### config.mk
export PLATFORM = sky130hd
export DESIGN_NAME = axis_pgroup_tx
export DESIGN_NICKNAME = d
export VERILOG_FILES = /design/src/rtl/axis_pgroup_tx.sv
export SDC_FILE = /design/constraint.sdc
export NUM_CORES = 1
export LEC_CHECK = 0
export ABC_AREA = 0
export BUFFER_PORTS_ARGS = -buffer_cell sky130_fd_sc_hd__buf_2
export CORE_AREA = 2 2 230 232
export CTS_BUF_LIST = sky130_fd_sc_hd__clkbuf_8
export DETAILED_ROUTE_END_ITERATION = 6
export DIE_AREA = 0 0 232 234
export GPL_TIMING_DRIVEN = 0
export HOLD_SLACK_MARGIN = 0.05
export SLEW_MARGIN = 10
export SYNTH_ARGS = -nofsm -noshare
export SYNTH_HDL_FRONTEND = slang
export SYNTH_SLANG_ARGS = --single-unit
### constraint.sdc
create_clock -name clk -period 1.8 [get_ports clk]
set_input_delay 0.36 -clock clk [delete_from_list [all_inputs] [get_ports clk]]
set_output_delay 0.36 -clock clk [all_outputs]
set_load 0.02 [all_outputs]
### src/rtl/axis_pgroup_tx.sv
// Pixel-group to AXI4-Stream transmitter. Frames are FRAME_ROW_PNUM x FRAME_COL_PGNUM
// beats, sent round-robin to IP_AMT processors through a 2-entry registered skid buffer.
module axis_pgroup_tx #(
  parameter int IP_AMT          = 1,
  parameter int IP_ADDR_W       = $clog2(IP_AMT),
  parameter int AXIS_TID_W      = 2,
  parameter int AXIS_TDEST_W    = (IP_ADDR_W > 1) ? IP_ADDR_W : 1,
  parameter int AXIS_TDATA_W    = 256,
  parameter int AXIS_TKEEP_W    = AXIS_TDATA_W / 8,
  parameter int AXIS_TSTRB_W    = AXIS_TDATA_W / 8,
  parameter int TID_VALUE       = 0,
  parameter int FRAME_ROW_PNUM  = 240,
  parameter int FRAME_COL_PGNUM = 10
) (
  input  logic                    clk,
  input  logic                    rst,
  input  logic                    enable_i,
  input  logic [AXIS_TDATA_W-1:0] pgroup_i,
  input  logic                    pgroup_valid_i,
  output logic                    pgroup_ready_o,
  output logic [AXIS_TID_W-1:0]   m_tid_o,
  output logic [AXIS_TDEST_W-1:0] m_tdest_o,
  output logic [AXIS_TDATA_W-1:0] m_tdata_o,
  output logic [AXIS_TKEEP_W-1:0] m_tkeep_o,
  output logic [AXIS_TSTRB_W-1:0] m_tstrb_o,
  output logic                    m_tlast_o,
  output logic                    m_tvalid_o,
  input  logic                    m_tready_i,
  output logic                    frame_done_o
);
  localparam int COL_W = (FRAME_COL_PGNUM > 1) ? $clog2(FRAME_COL_PGNUM) : 1;
  localparam int ROW_W = (FRAME_ROW_PNUM > 1) ? $clog2(FRAME_ROW_PNUM) : 1;

  typedef enum logic [1:0] {IDLE, STREAM, FLUSH} state_e;
  state_e state_q, state_d;

  logic [AXIS_TDATA_W-1:0] out_data_q, out_data_d, sk_data_q, sk_data_d;
  logic                    out_last_q, out_last_d, sk_last_q, sk_last_d;
  logic                    out_vld_q, out_vld_d, sk_vld_q, sk_vld_d;
  logic                    ready_q, ready_d;
  logic [COL_W-1:0]        col_q, col_d;
  logic [ROW_W-1:0]        row_q, row_d;
  logic [AXIS_TDEST_W-1:0] dest_q, dest_d;
  logic                    push, pop, in_last, tlast_hs;

  assign push     = pgroup_valid_i & ready_q;
  assign pop      = out_vld_q & m_tready_i;
  assign in_last  = (row_q == ROW_W'(FRAME_ROW_PNUM - 1)) && (col_q == COL_W'(FRAME_COL_PGNUM - 1));
  assign tlast_hs = pop & out_last_q;

  always_ff @(posedge clk) begin
    if (rst) state_q <= IDLE;
    else     state_q <= state_d;
  end

  always_comb begin
    state_d = state_q;
    case (state_q)
      IDLE:    if (enable_i) state_d = STREAM;
      STREAM:  if (push && in_last) state_d = FLUSH;
      FLUSH:   if (tlast_hs) state_d = IDLE;
      default: state_d = IDLE;
    endcase
  end

  // ready is registered, so it must look at the buffer occupancy after this cycle's push/pop
  always_comb begin
    ready_d      = (state_d == STREAM) && !(out_vld_d && sk_vld_d);
    frame_done_o = (state_q == FLUSH) && tlast_hs;
  end

  // Output register is the buffer head; the skid entry only fills while the head is stalled.
  always_comb begin
    out_vld_d  = out_vld_q;
    out_data_d = out_data_q;
    out_last_d = out_last_q;
    sk_vld_d   = sk_vld_q;
    sk_data_d  = sk_data_q;
    sk_last_d  = sk_last_q;
    if (pop) begin
      if (sk_vld_q) begin
        out_data_d = sk_data_q;
        out_last_d = sk_last_q;
        sk_vld_d   = push;
        if (push) begin
          sk_data_d = pgroup_i;
          sk_last_d = in_last;
        end
      end else begin
        out_vld_d  = push;
        out_last_d = push & in_last;
        if (push) out_data_d = pgroup_i;
      end
    end else if (push) begin
      if (out_vld_q) begin
        sk_vld_d  = 1'b1;
        sk_data_d = pgroup_i;
        sk_last_d = in_last;
      end else begin
        out_vld_d  = 1'b1;
        out_data_d = pgroup_i;
        out_last_d = in_last;
      end
    end
  end

  always_comb begin
    col_d  = col_q;
    row_d  = row_q;
    dest_d = dest_q;
    if (push) begin
      if (in_last) begin
        col_d = '0;
        row_d = '0;
      end else if (col_q == COL_W'(FRAME_COL_PGNUM - 1)) begin
        col_d = '0;
        row_d = row_q + 1'b1;
      end else begin
        col_d = col_q + 1'b1;
      end
    end
    if (frame_done_o)
      dest_d = (dest_q == AXIS_TDEST_W'(IP_AMT - 1)) ? '0 : dest_q + 1'b1;
  end

  always_ff @(posedge clk) begin
    if (rst) begin
      out_vld_q  <= 1'b0;
      out_data_q <= '0;
      out_last_q <= 1'b0;
      sk_vld_q   <= 1'b0;
      sk_data_q  <= '0;
      sk_last_q  <= 1'b0;
      ready_q    <= 1'b0;
      col_q      <= '0;
      row_q      <= '0;
      dest_q     <= '0;
    end else begin
      out_vld_q  <= out_vld_d;
      out_data_q <= out_data_d;
      out_last_q <= out_last_d;
      sk_vld_q   <= sk_vld_d;
      sk_data_q  <= sk_data_d;
      sk_last_q  <= sk_last_d;
      ready_q    <= ready_d;
      col_q      <= col_d;
      row_q      <= row_d;
      dest_q     <= dest_d;
    end
  end

  assign pgroup_ready_o = ready_q;
  assign m_tvalid_o     = out_vld_q;
  assign m_tdata_o      = out_data_q;
  assign m_tlast_o      = out_last_q;
  assign m_tdest_o      = dest_q;
  assign m_tid_o        = AXIS_TID_W'(TID_VALUE);
  assign m_tkeep_o      = '1;
  assign m_tstrb_o      = '1;
endmodule

Word-level counts from Yosys, hierarchy flattened
Index checks and enable logic that the tools add are counted.
{ "totals": {"regBits": 532, "input_bits": 261} }
{ "op_classes": {"n_addsub": 3, "n_mux": 34, "n_eq_ne": 7, "reduce_logical": 15, "n_bitwise": 4} }
{ "op_table": {"columns": ["op", "count"], "rows": [
  ["$mux W256", 9],
  ["$mux W1", 17],
  ["$mux W8", 2],
  ["$add A8 B1 Y8 const B", 1],
  ["$eq A8 B8 Y1 const B", 1],
  ["$mux W4", 2],
  ["$reduce_bool A2 Y1", 4],
  ["$mux W2", 3],
  ["$pmux W2 S3", 1],
  ["$reduce_and A3 Y1", 2],
  ["$logic_and A1 B1 Y1", 5],
  ["$add A4 B1 Y4 const B", 1],
  ["$and A1 B1 Y1", 4],
  ["$eq A2 B1 Y1 const B", 2],
  ["$eq A4 B4 Y1 const B", 1],
  ["$reduce_and A2 Y1", 2],
  ["$eq A2 B2 Y1 const B", 1],
  ["$logic_not A2 Y1", 1],
  ["$ne A2 B1 Y1 const B", 1],
  ["$ne A2 B2 Y1 const B", 1],
  ["$add A1 B1 Y1 const B", 1],
  ["$logic_not A1 Y1", 1]
]} }

Longest topological paths before layout
Gate-level depths: netlist (run 1).
{ "logic_depth": {"ltp_word": 7, "depth_mapped": 8} }

Worst setup path before layout (run 1)
Ideal clock, no wire load.
{ "synth_path": {"path_kind": "register to output", "from": "register out_vld_q (netlist: m_tvalid_o)", "to": "output port frame_done_o", "path_stages_with_launch": 4, "path_slack_ns": 0.100, "required_time_ns": 1.440, "arrival_time_ns": 1.340, "cell_sequence": "dfxtp_1 > buf_2 > nand3_1 > nor3b_1"} }
{ "synth_between": {"elab_chain_cells": 3} }
{ "synth_rtl": {"columns": ["element", "line", "rtl"], "rows": [
  ["from (decl)", "39", "logic out_vld_q, out_vld_d, sk_vld_q, sk_vld_d;"],
  ["from (signal assigned)", "139", "out_vld_q <= out_vld_d;"],
  ["$and A1 B1 Y1", "47", "assign pop = out_vld_q & m_tready_i;"],
  ["$and A1 B1 Y1", "49", "assign tlast_hs = pop & out_last_q;"],
  ["$logic_and A1 B1 Y1", "69", "frame_done_o = (state_q == FLUSH) && tlast_hs;"],
  ["to (decl)", "29", "output logic frame_done_o"]
]} }
No other way between the ends.

Worst setup path in the final report (run 1)
Ends and elaborated chain as after synthesis.

==> out/results.txt, run 1 <==
Outcome - finished with violations
Failing checks - negative setup slack
Peak Freq - 531.4 MHz
Cell variety after synth - 37
Tmin final - 1.882 ns
Crit Path Max Fanout - 4
Worst setup slack after layout - -0.08196 ns
Peak VDD IR - 0.7058 mV
Worst Max-Slew Pin Slew - 0.7292 ns
Inst Count DP - 3985
Avg Cell Area, Syn - 7.771 µm²
Static leakage - 12.43 nW
Most used DFF post-synth - dfxtp_1
Worst skew pair latency - 0.68 ns
Part of the power in registers - 0.470
Vias in the first global route - 21238
GPL Wtd Cong - 0.9055
Setup TNS - -0.08196 ns
GRT overflow - 0
Vias - 22334
Total Wirelength - 75980 µm
Post-synth EDFFs - 0
Yosys warnings - 0
Die H - 234 µm
Startpoint types - register
# DRC - 0
CP delay by family, top - flip-flops
Crit. End Element - primary output
CP Cell Sequence - buf_6, nand3_4, nor3b_2, buf_4
Combinational share of power - 0.132
Register area share after synthesis - 0.5042
HPWL after DPL - 54190 µm
Sw Pwr - 0.007206 W
Clock Sinks - 531
Sw Ratio - 0.2723
Mapped Cells - 2713
Commonest cells after routing, fill and taps aside - 1033 x nand2_1, 566 x buf_2, 530 x dfxtp_1, 268 x nor2_1, 264 x a21oi_1
#FFs+latches synth - 531
Die width - 232 µm
Via-to-Cell Ratio - 5.058
CTS tree - built
FFs w/ async S/R, synth - 0
Router iterations before antenna repair - 6
Pwr Density - 890.2 mW/mm²
Max-cap violations - 0
Final setup fails - 1
Worst Path Required - 1.44 ns
P_int - 0.01926 W
Post-detailed-route count of antenna-violating nets - 0
# H-tree levels - 3
DP Area - 0.02478 mm²
Worst-path clk slew - 0.06 ns
CP max stage delay - 0.35 ns
Final Instance Count excl. Fillers - 4416
Crit path kind - reg -> out
Iteration-0 DRC Markers - 1275
Share of post-route cells with drive strength above 1 - 0.2446
Final nets - 3919
Inserted Clock Buffers - 92
Reg-to-Reg End - m_tdata_o[92]$_SDFFE_PP0P_
Min-Delay Path Class - in -> reg
Pin count of the biggest net entering global routing - 20
Arr. time, crit path - 1.52 ns
WHS - 0.1699 ns
Commonest non-fill, non-tap cell in the layout - nand2_1
Netlist Area Pre-Place - 0.02108 mm²
Gr usage total - 0.2661
Buffer and inverter count on the worst path - 2
Critical Path Start - m_tvalid_o$_SDFF_PP0_
Initial antenna violation count - 15
Root Driver - clkbuf_8
Stages on worst setup path - 4
Top-level port count - 588
Post-route cell area - 0.02972 mm²
Global-route wire length before repair - 114100 µm
Finished Core Util - 0.5714
Hold Violations, Final - 0
Die area - 0.05429 mm²
FF-to-FF Start - m_tvalid_o$_SDFF_PP0_
Hold_sp - m_tready_i
Total core area - 0.05202 mm²
CP max-delay cell - dfxtp_4
Num rows - 84
Buffers added on ports - 519
Reg2reg path depth - 8
Layout overhead on the synthesized area - 41.00%
RSZ-0062 raised after global routing - yes
Crit share post-route - 1.046
R2R Setup Slk - 0.06 ns
Initial Util - 0.4052
Fillers - 4833
Max Transition Viols Final - 0
Max-slew headroom at the worst pin - 0.5139
Clock buffer depth - 3
Critical Path End - frame_done_o
Clock group share of total power - 0.398
Avg WL per Cell - 17.20 µm
Max Clock Skew - 0.02726 ns
==> stage by stage <==
step | power [W] | worst slack [ns]
after detailed placement | 0.01559 | -0.8196
after floorplan | 0.01434 | 0.09984
after global routing | 0.02754 | -0.1532
after CTS | 0.02661 | -0.1490
final | 0.02646 | -0.08196
after global placement | 0.01555 | -0.8074
==> state kept, by name, summed over array words and instances (netlist names), 2 cells and up <==
register,cells
row_q,8
col_q,4
sk_data_q,256
m_tdata_o,256
state_q,2
==> power by group through the flow <==
stage | Clock, W | Combinational, W | Sequential, W
after global placement | 0 | 0.00289 | 0.0127
after detailed placement | 0 | 0.00291 | 0.0127
final | 0.0105 | 0.00349 | 0.0124
after global routing | 0.0113 | 0.00377 | 0.0125
after floorplan | 0 | 0.00123 | 0.0131
after CTS | 0.0108 | 0.00341 | 0.0124
==> synthesized netlist by cell type, types with 2 or more instances <==
master,count,area share
nor3_1,7,0.0017
ha_1,3,0.0018
inv_1,3,0.00053
nand3_1,4,0.00095
xnor2_1,8,0.0033
nor4_1,5,0.0015
nand3b_1,2,0.00071
a311oi_1,256,0.11
a21oi_1,264,0.063
buf_4,72,0.026
buf_1,2,0.00036
nand2_1,1034,0.18
nor2_1,269,0.048
o21ai_0,2,0.00047
buf_2,140,0.033
conb_1,2,0.00036
and3_1,2,0.00059
dfxtp_1,531,0.50
clkbuf_1,85,0.015
xor2_1,2,0.00083
nand4_1,4,0.0012
==> worst min-delay path: cells and delay by family <==
family / cells / cell delay [ns]
AO/OA/AOI/OAI: 1 / 0.17
buffers and inverters: 1 / 0.18
AND/OR/NAND/NOR: 1 / 0.07
==> layout make-up <==
cell class                      count  area [µm²]  area share
Timing Repair Buffer              786        5269      0.1773
Clock buffer                      113        1555     0.05232
Clock inverter                     43       190.2    0.006398
Inverter                            3       11.26   0.0003788
Sequential cell                   531       10630      0.3577
Buffer                            297        2001     0.06731
Antenna cell                       11       27.53   0.0009260
Multi-Input combinational cell   1944        9176      0.3087
Tap cell                          688       860.8     0.02896
==> repair_timing <==
action | CTS | global route
hold endpoints to repair | 520 | 0
cloned | 0 | 0
pin swaps | 1 | 6
buffers inserted | 8 | 1
hold buffers | 258 | 0
resized for setup | 82 | 153
endpoints found under the setup margin | 505 | 470
==> routing by layer <==
layer	routed length, µm	vias up	GRT usage
met5	55	-	0
met4	3865	10	0.1462
met3	5584	214	0.06919
met2	35900	853	0.4496
met1	30570	10375	0.3079
li1	-	10882	-
==> cell families (layout without fill, tap and decap cells) <==
kind of cell             after synthesis  in the layout  synth area share
AND/OR/NAND/NOR                     1334           1334            0.2411
flip-flops                           531            531            0.5042
AO/OA/AOI/OAI                        530            530            0.1729
buffers and inverters                303           1242           0.07543
XOR/XNOR                              10             10          0.004155
adder cells (fa/ha/maj)                3              3          0.001781
other                                  2             78         0.0003562
==> worst min path at each step <==
stage / to / slack, ns / depth (start not counted)
after detailed placement: sk_data_q[105]$_SDFFE_PP0P_ / 0.45 / 2
final: sk_vld_q$_SDFF_PP0_ / 0.17 / 3
after floorplan: sk_data_q[0]$_SDFFE_PP0P_ / 0.44 / 2
after CTS: sk_vld_q$_SDFF_PP0_ / 0.07 / 3
after global placement: sk_data_q[194]$_SDFFE_PP0P_ / 0.44 / 2
after global routing: sk_vld_q$_SDFF_PP0_ / 0.13 / 3
Power figures use the tool's default switching activity.
==> run 2, diff against run 1 <==
--- a/config.mk
+++ b/config.mk
@@ -5,14 +5,15 @@
 export SDC_FILE = /design/constraint.sdc
 export NUM_CORES = 1
 export LEC_CHECK = 0
-export ABC_AREA = 0
+export ABC_AREA = 1
 export BUFFER_PORTS_ARGS = -buffer_cell sky130_fd_sc_hd__buf_2
-export CORE_AREA = 2 2 230 232
+export CORE_AREA = 2 2 231 233
 export CTS_BUF_LIST = sky130_fd_sc_hd__clkbuf_8
 export DETAILED_ROUTE_END_ITERATION = 6
-export DIE_AREA = 0 0 232 234
+export DIE_AREA = 0 0 233 235
 export GPL_TIMING_DRIVEN = 0
 export HOLD_SLACK_MARGIN = 0.05
+export PLACE_DENSITY = 0.67
 export SLEW_MARGIN = 10
 export SYNTH_ARGS = -nofsm -noshare
 export SYNTH_HDL_FRONTEND = slang
==> run 2 against run 1 <==
The flow still finishes with violations (negative setup slack). Register-to-register slack got worse by 0.03 ns. Flip-flop and latch count stayed put. Sequential power shrank 3%. Fmax is 2.4% higher. Highest routed layer is now met4.
==> out/results.txt, run 2 <==
Outcome - finished with violations
Failing checks - negative setup slack
HPWL after DPL - 53810 µm
Min-Delay Path Class - in -> reg
FFs w/ async S/R, synth - 0
Vias in the first global route - 22897
Worst-path clk slew - 0.06 ns
Inserted Clock Buffers - 93
Final setup fails - 1
Clock Sinks - 531
Total core area - 0.05224 mm²
# DRC - 0
Critical Path Start - m_tvalid_o$_SDFF_PP0_
Iteration-0 DRC Markers - 1346
Main combinational cell family by area after synthesis - simple AND/OR/NAND/NOR gates
Inst Count DP - 4467
Gr usage total - 0.2717
Global-route wire length before repair - 119700 µm
Die H - 235 µm
Part of the power in registers - 0.458
Die width - 233 µm
Share of post-route cells with drive strength above 1 - 0.2174
Crit share post-route - 1.021
Reg2reg path depth - 10
Worst Max-Slew Pin Slew - 1.007 ns
Reg-to-Reg End - m_tdata_o[101]$_SDFFE_PP0P_
FF-to-FF Start - m_tvalid_o$_SDFF_PP0_
R2R Setup Slk - 0.03 ns
Sw Pwr - 0.006802 W
Total Wirelength - 77350 µm
Most common cell in the netlist - nand2_1
Num rows - 84
Worst skew pair latency - 0.68 ns
Post-synthesis compound-gate area fraction - 0.1711
Peak Freq - 544.0 MHz
Top-level port count - 588
Max Clock Skew - 0.02467 ns
Clock buffer depth - 3
Final nets - 4402
# H-tree levels - 3
Post-synthesis adder-cell area fraction - 0.001668
Clock group share of total power - 0.438
GPL Wtd Cong - 0.8631
Tmin final - 1.838 ns
Most used DFF post-synth - dfxtp_1
Pwr Density - 842.3 mW/mm²
Cell variety after synth - 27
Root Driver - clkbuf_8
Buffers added on ports - 519
Critical Path End - frame_done_o
Sw Ratio - 0.2591
Vias - 23905
Post-detailed-route count of antenna-violating nets - 0
#FFs+latches synth - 531
Setup WS pre-CTS - -0.8287 ns
Max Transition Viols Final - 0
Post-synthesis simple-gate area fraction - 0.2539
Initial Util - 0.4308
XOR/XNOR share of the synthesized area - 0.002725
Synth cell count leaders - 839 x nand2_1, 531 x dfxtp_1, 401 x nor2_1, 330 x a21oi_1, 210 x o21ai_0
Max-cap violations - 0
Commonest non-fill, non-tap cell in the layout - nand2_1
Via-to-Cell Ratio - 4.872
Yosys warnings - 0
Worst setup slack after layout - -0.03809 ns
Mux contribution to synthesized area - 0
Peak VDD IR - 0.5493 mV
Synth area leaders - dfxtp_1 47%, nand2_1 14%, a21oi_1 7.3%
Fillers - 4916
Mapped Cells - 3195
Crit. End Element - primary output
Pin count of the biggest net entering global routing - 14
Initial antenna violation count - 7
Crit path kind - reg -> out
Worst Path Required - 1.44 ns
WHS - 0.1207 ns
Startpoint types - register
Combinational share of power - 0.104
Avg Cell Area, Syn - 7.043 µm²
Post-synth EDFFs - 0
CTS tree - built
Area leader, netlist - dfxtp_1
Synth top area share - 0.4724
Layout overhead on the synthesized area - 38.52%
Static leakage - 13.95 nW
Final Instance Count excl. Fillers - 4907
GRT overflow - 0
Netlist Area Pre-Place - 0.02250 mm²
Hold Violations, Final - 0
Max-slew headroom at the worst pin - 0.3288
Die area - 0.05476 mm²
Crit Path Max Fanout - 4
Commonest cells after routing, fill and taps aside - 837 x nand2_1, 551 x buf_2, 530 x dfxtp_1, 400 x nor2_1, 330 x a21oi_1
Register area share after synthesis - 0.4724
Avg WL per Cell - 15.76 µm
P_int - 0.01945 W
Setup TNS - -0.03809 ns
Router iterations before antenna repair - 6
RSZ-0062 raised after global routing - yes
Arr. time, crit path - 1.48 ns
Overall power - 0.02625 W
-- run 2: worst max-delay path, cell delays in order, from the launching register on --
cell,delay [ns]
dfxtp_4,0.38
nand2_4,0.06
inv_4,0.06
nand2_2,0.05
nor2_1,0.09
buf_4,0.17
-- run 2: worst min path at each step --
stage | start | depth (start not counted) | slack, ns | end
6_report | enable_i | 5 | 0.12 | state_q[0]$_SDFF_PP0_
4_1_cts | enable_i | 5 | 0.07 | state_q[0]$_SDFF_PP0_
5_1_grt | m_tready_i | 6 | 0.16 | state_q[1]$_SDFF_PP0_
2_1_floorplan | sk_data_q[252]$_SDFFE_PP0P_ | 2 | 0.42 | sk_data_q[252]$_SDFFE_PP0P_
3_5_place_dp | sk_data_q[223]$_SDFFE_PP0P_ | 2 | 0.44 | sk_data_q[223]$_SDFFE_PP0P_
3_3_place_gp | sk_data_q[249]$_SDFFE_PP0P_ | 2 | 0.44 | sk_data_q[249]$_SDFFE_PP0P_
-- run 2: power by group through the flow --
stage          registers (W)  logic [W]  clock network, W
5_1_grt               0.0120    0.00300            0.0122
2_1_floorplan         0.0124    0.00118                 0
4_1_cts               0.0120    0.00269            0.0117
3_5_place_dp          0.0123    0.00217                 0
3_3_place_gp          0.0123    0.00217                 0
6_report              0.0120    0.00274            0.0115
-- run 2: final cells by class --
class	count	area, µm²	share of cell area
clock buffers	118	1624	0.05210
well taps	688	860.8	0.02762
multi-input cells	2257	9943	0.3190
diodes	10	25.02	0.0008028
inverters	159	601.8	0.01931
plain buffers	312	1926	0.06178
repair buffers	784	5243	0.1682
clock inverters	48	312.8	0.01004
flip-flops and latches	531	10630	0.3412
-- run 2: per-stage QoR --
stage	area, µm²	util
6_report	31170	0.5967
5_1_grt	31160	0.5965
4_1_cts	30890	0.5914
3_5_place_dp	26200	0.5017
3_3_place_gp	26200	0.5017
2_1_floorplan	22750	-
-- run 2: cell families after synthesis --
group                    after synthesis
AND/OR/NAND/NOR                     1447
AO/OA/AOI/OAI                        733
flip-flops                           531
buffers and inverters                472
XOR/XNOR                               7
adder cells (fa/ha/maj)                3
other                                  2
-- run 2: repair_timing --
item	in CTS	in global routing
hold endpoints to repair	511	0
setup endpoints to repair	517	452
hold buffers	256	0
gates resized for setup	58	179
pin swaps	2	1
buffers inserted	8	1
-- run 2: per-layer routing --
layer | vias up | global-route usage | wire [µm]
li1 | 12057 | - | -
met1 | 10903 | 0.3381 | 33110
met2 | 783 | 0.4561 | 36320
met3 | 162 | 0.05024 | 5196
met4 | 0 | 0.1199 | 2728
met5 | - | 0 | 0
==> run 3, diff against run 2 <==
--- a/config.mk
+++ b/config.mk
@@ -7,8 +7,10 @@
 export LEC_CHECK = 0
 export ABC_AREA = 1
 export BUFFER_PORTS_ARGS = -buffer_cell sky130_fd_sc_hd__buf_2
+export CAP_MARGIN = 10
 export CORE_AREA = 2 2 231 233
 export CTS_BUF_LIST = sky130_fd_sc_hd__clkbuf_8
+export CTS_CLUSTER_SIZE = 24
 export DETAILED_ROUTE_END_ITERATION = 6
 export DIE_AREA = 0 0 233 235
 export GPL_TIMING_DRIVEN = 0
==> constraint.sdc (replaced) <==
create_clock -name clk -period 1.9 [get_ports clk]
set_input_delay 0.38 -clock clk [delete_from_list [all_inputs] [get_ports clk]]
set_output_delay 0.38 -clock clk [all_outputs]
set_load 0.02 [all_outputs]
==> run 3 against run 2 <==
The run now ends clean. Critical path depth unchanged. Register-to-register slack improved by 0.05 ns. Flip-flop and latch count unchanged. Sequential power down 5%. Cell count unchanged. First-iteration DRC count up 0.45%. Total power down 5.3%. Sequential share of layout area is 0.24 points higher. Routed wire length shrank 0.11%. Worst setup slack better by 0.10 ns. Utilization decreased by 0.42 points. Combinational power shrank 6%. Highest routed layer unchanged.
==> out/results.txt, run 3 (synthesis gave the netlist of run 2 again) <==
Outcome - finished clean
Max Clock Skew - 0.02802 ns
Peak VDD IR - 0.5211 mV
Inserted Clock Buffers - 93
GRT overflow - 0
HPWL after DPL - 53810 µm
Vias - 23868
Clock group share of total power - 0.438
Top Metal Used - met4
Sw Pwr - 0.006445 W
Fillers - 4947
Buffer and inverter count on the worst path - 2
Final nets - 4401
Share of post-route cells with drive strength above 1 - 0.2096
CTS tree - built
Initial Util - 0.4308
Via-to-Cell Ratio - 4.864
Setup WS pre-CTS - -0.7487 ns
Max Transition Viols Final - 0
Crit path kind - reg -> out
Clock Sinks - 531
Buffers added on ports - 519
Final setup fails - 0
Total core area - 0.05224 mm²
Worst Max-Slew Pin Slew - 0.9894 ns
CP delay by family, top - flip-flops
Crit Path Max Fanout - 4
P_int - 0.01841 W
Num rows - 84
Die width - 233 µm
Pin count of the biggest net entering global routing - 14
Router iterations before antenna repair - 5
CP max stage delay - 0.37 ns
Post-detailed-route count of antenna-violating nets - 0
Iteration-0 DRC Markers - 1352
Die area - 0.05476 mm²
Min-Delay Path Class - in -> reg
Tmin final - 1.836 ns
Worst setup slack after layout - 0.06412 ns
Sw Ratio - 0.2593
Static leakage - 13.79 nW
Commonest cells after routing, fill and taps aside - 837 x nand2_1, 575 x buf_2, 530 x dfxtp_1, 401 x nor2_1, 330 x a21oi_1
Met2 wire length - 36210 µm
CP max-delay cell - dfxtp_4
Top-level port count - 588
Vias in the first global route - 22895
Hold Violations, Final - 0
Worst-path clk slew - 0.06 ns
Avg WL per Cell - 15.75 µm
Setup TNS - 0 ns
# H-tree levels - 3
RSZ-0062 raised after global routing - yes
# DRC - 0
Worst skew pair latency - 0.68 ns
Max-slew headroom at the worst pin - 0.3404
WHS - 0.1406 ns
Crit. End Element - primary output
Commonest non-fill, non-tap cell in the layout - nand2_1
Layout overhead on the synthesized area - 37.54%
DRT met1 WL - 33480 µm
Initial antenna violation count - 7
Startpoint types - register
Routed length on met3 - 4887 µm
Total Wirelength - 77270 µm
Crit share post-route - 0.9663
Clock buffer depth - 3
Arr. time, crit path - 1.46 ns
Global-route wire length before repair - 119600 µm
Gr usage total - 0.2716
CP Cell Sequence - nand2_4, inv_4, nand2_2, nor2_1, buf_4
Pwr Density - 803.1 mW/mm²
Combinational share of power - 0.104
GPL Wtd Cong - 0.8631
Peak Freq - 544.7 MHz
Max-cap violations - 0
Die H - 235 µm
Part of the power in registers - 0.458
Worst Path Required - 1.52 ns
Root Driver - clkbuf_8
-- run 3: worst reg2reg max path, cell delays in order, from the launching register on --
cell and delay (ns):
dfxtp_1 0.32, nand2_2 0.16, nand2_4 0.17, nand2_1 0.13, buf_4 0.24, clkbuf_1 0.41, a21oi_1 0.14, o21a_1 0.14
-- run 3: path summary, 6_finish.rpt --
kind / from / end / slack, ns / cells past startpoint
max: m_tvalid_o$_SDFF_PP0_ / frame_done_o / 0.06 / 5
min: enable_i / state_q[0]$_SDFF_PP0_ / 0.14 / 5
max reg2reg: pgroup_ready_o$_SDFF_PP0_ / m_tdata_o[207]$_SDFFE_PP0P_ / 0.08 / 7
min reg2reg: sk_data_q[196]$_SDFFE_PP0P_ / sk_data_q[196]$_SDFFE_PP0P_ / 0.45 / 2
-- run 3: repair_timing --
action,CTS,global route
hold endpoints to repair,501,0
resized for setup,28,82
pin swaps,2,2
setup buffers,5,3
hold buffers,256,0
endpoints found under the setup margin,471,411
-- run 3: power by group through the flow --
| stage | clock network (W) | logic, W | registers [W] |
|---|---|---|---|
| 2_1_floorplan | 0 | 0.00112 | 0.0118 |
| 4_1_cts | 0.0111 | 0.00253 | 0.0114 |
| 3_3_place_gp | 0 | 0.00205 | 0.0116 |
| 3_5_place_dp | 0 | 0.00206 | 0.0116 |
| 6_report | 0.0109 | 0.00257 | 0.0114 |
| 5_1_grt | 0.0116 | 0.00282 | 0.0114 |
-- run 3: area by class of cell --
type                       count  area (µm²)  share of cell area
clock inverter                48       312.8             0.01011
sequential                   531       10630              0.3436
tap                          688       860.8             0.02781
clock buffer                 118        1624             0.05248
multi-input combinational   2257        9936              0.3210
timing repair buffer         783        5223              0.1687
buffer                       312        1732             0.05595
antenna                       11       27.53           0.0008894
inverter                     159       599.3             0.01937
-- run 3: stage by stage --
stage / std cells / power, W / utilization / area [µm²]
3_5_place_dp: 4467 / 0.01369 / 0.5017 / 26200
3_3_place_gp: 4467 / 0.01368 / 0.5017 / 26200
4_1_cts: 4894 / 0.02501 / 0.5899 / 30810
6_report: 4907 / 0.02485 / 0.5925 / 30950
2_1_floorplan: 3260 / 0.01289 / - / 22750
5_1_grt: 4902 / 0.02578 / 0.5922 / 30940
-- run 3: per-layer routing --
metal / GRT usage / up-vias
met1: 0.3381 / 10882
met4: 0.1208 / 0
met3: 0.05024 / 165
li1: - / 12056
met5: 0 / -
met2: 0.4554 / 765
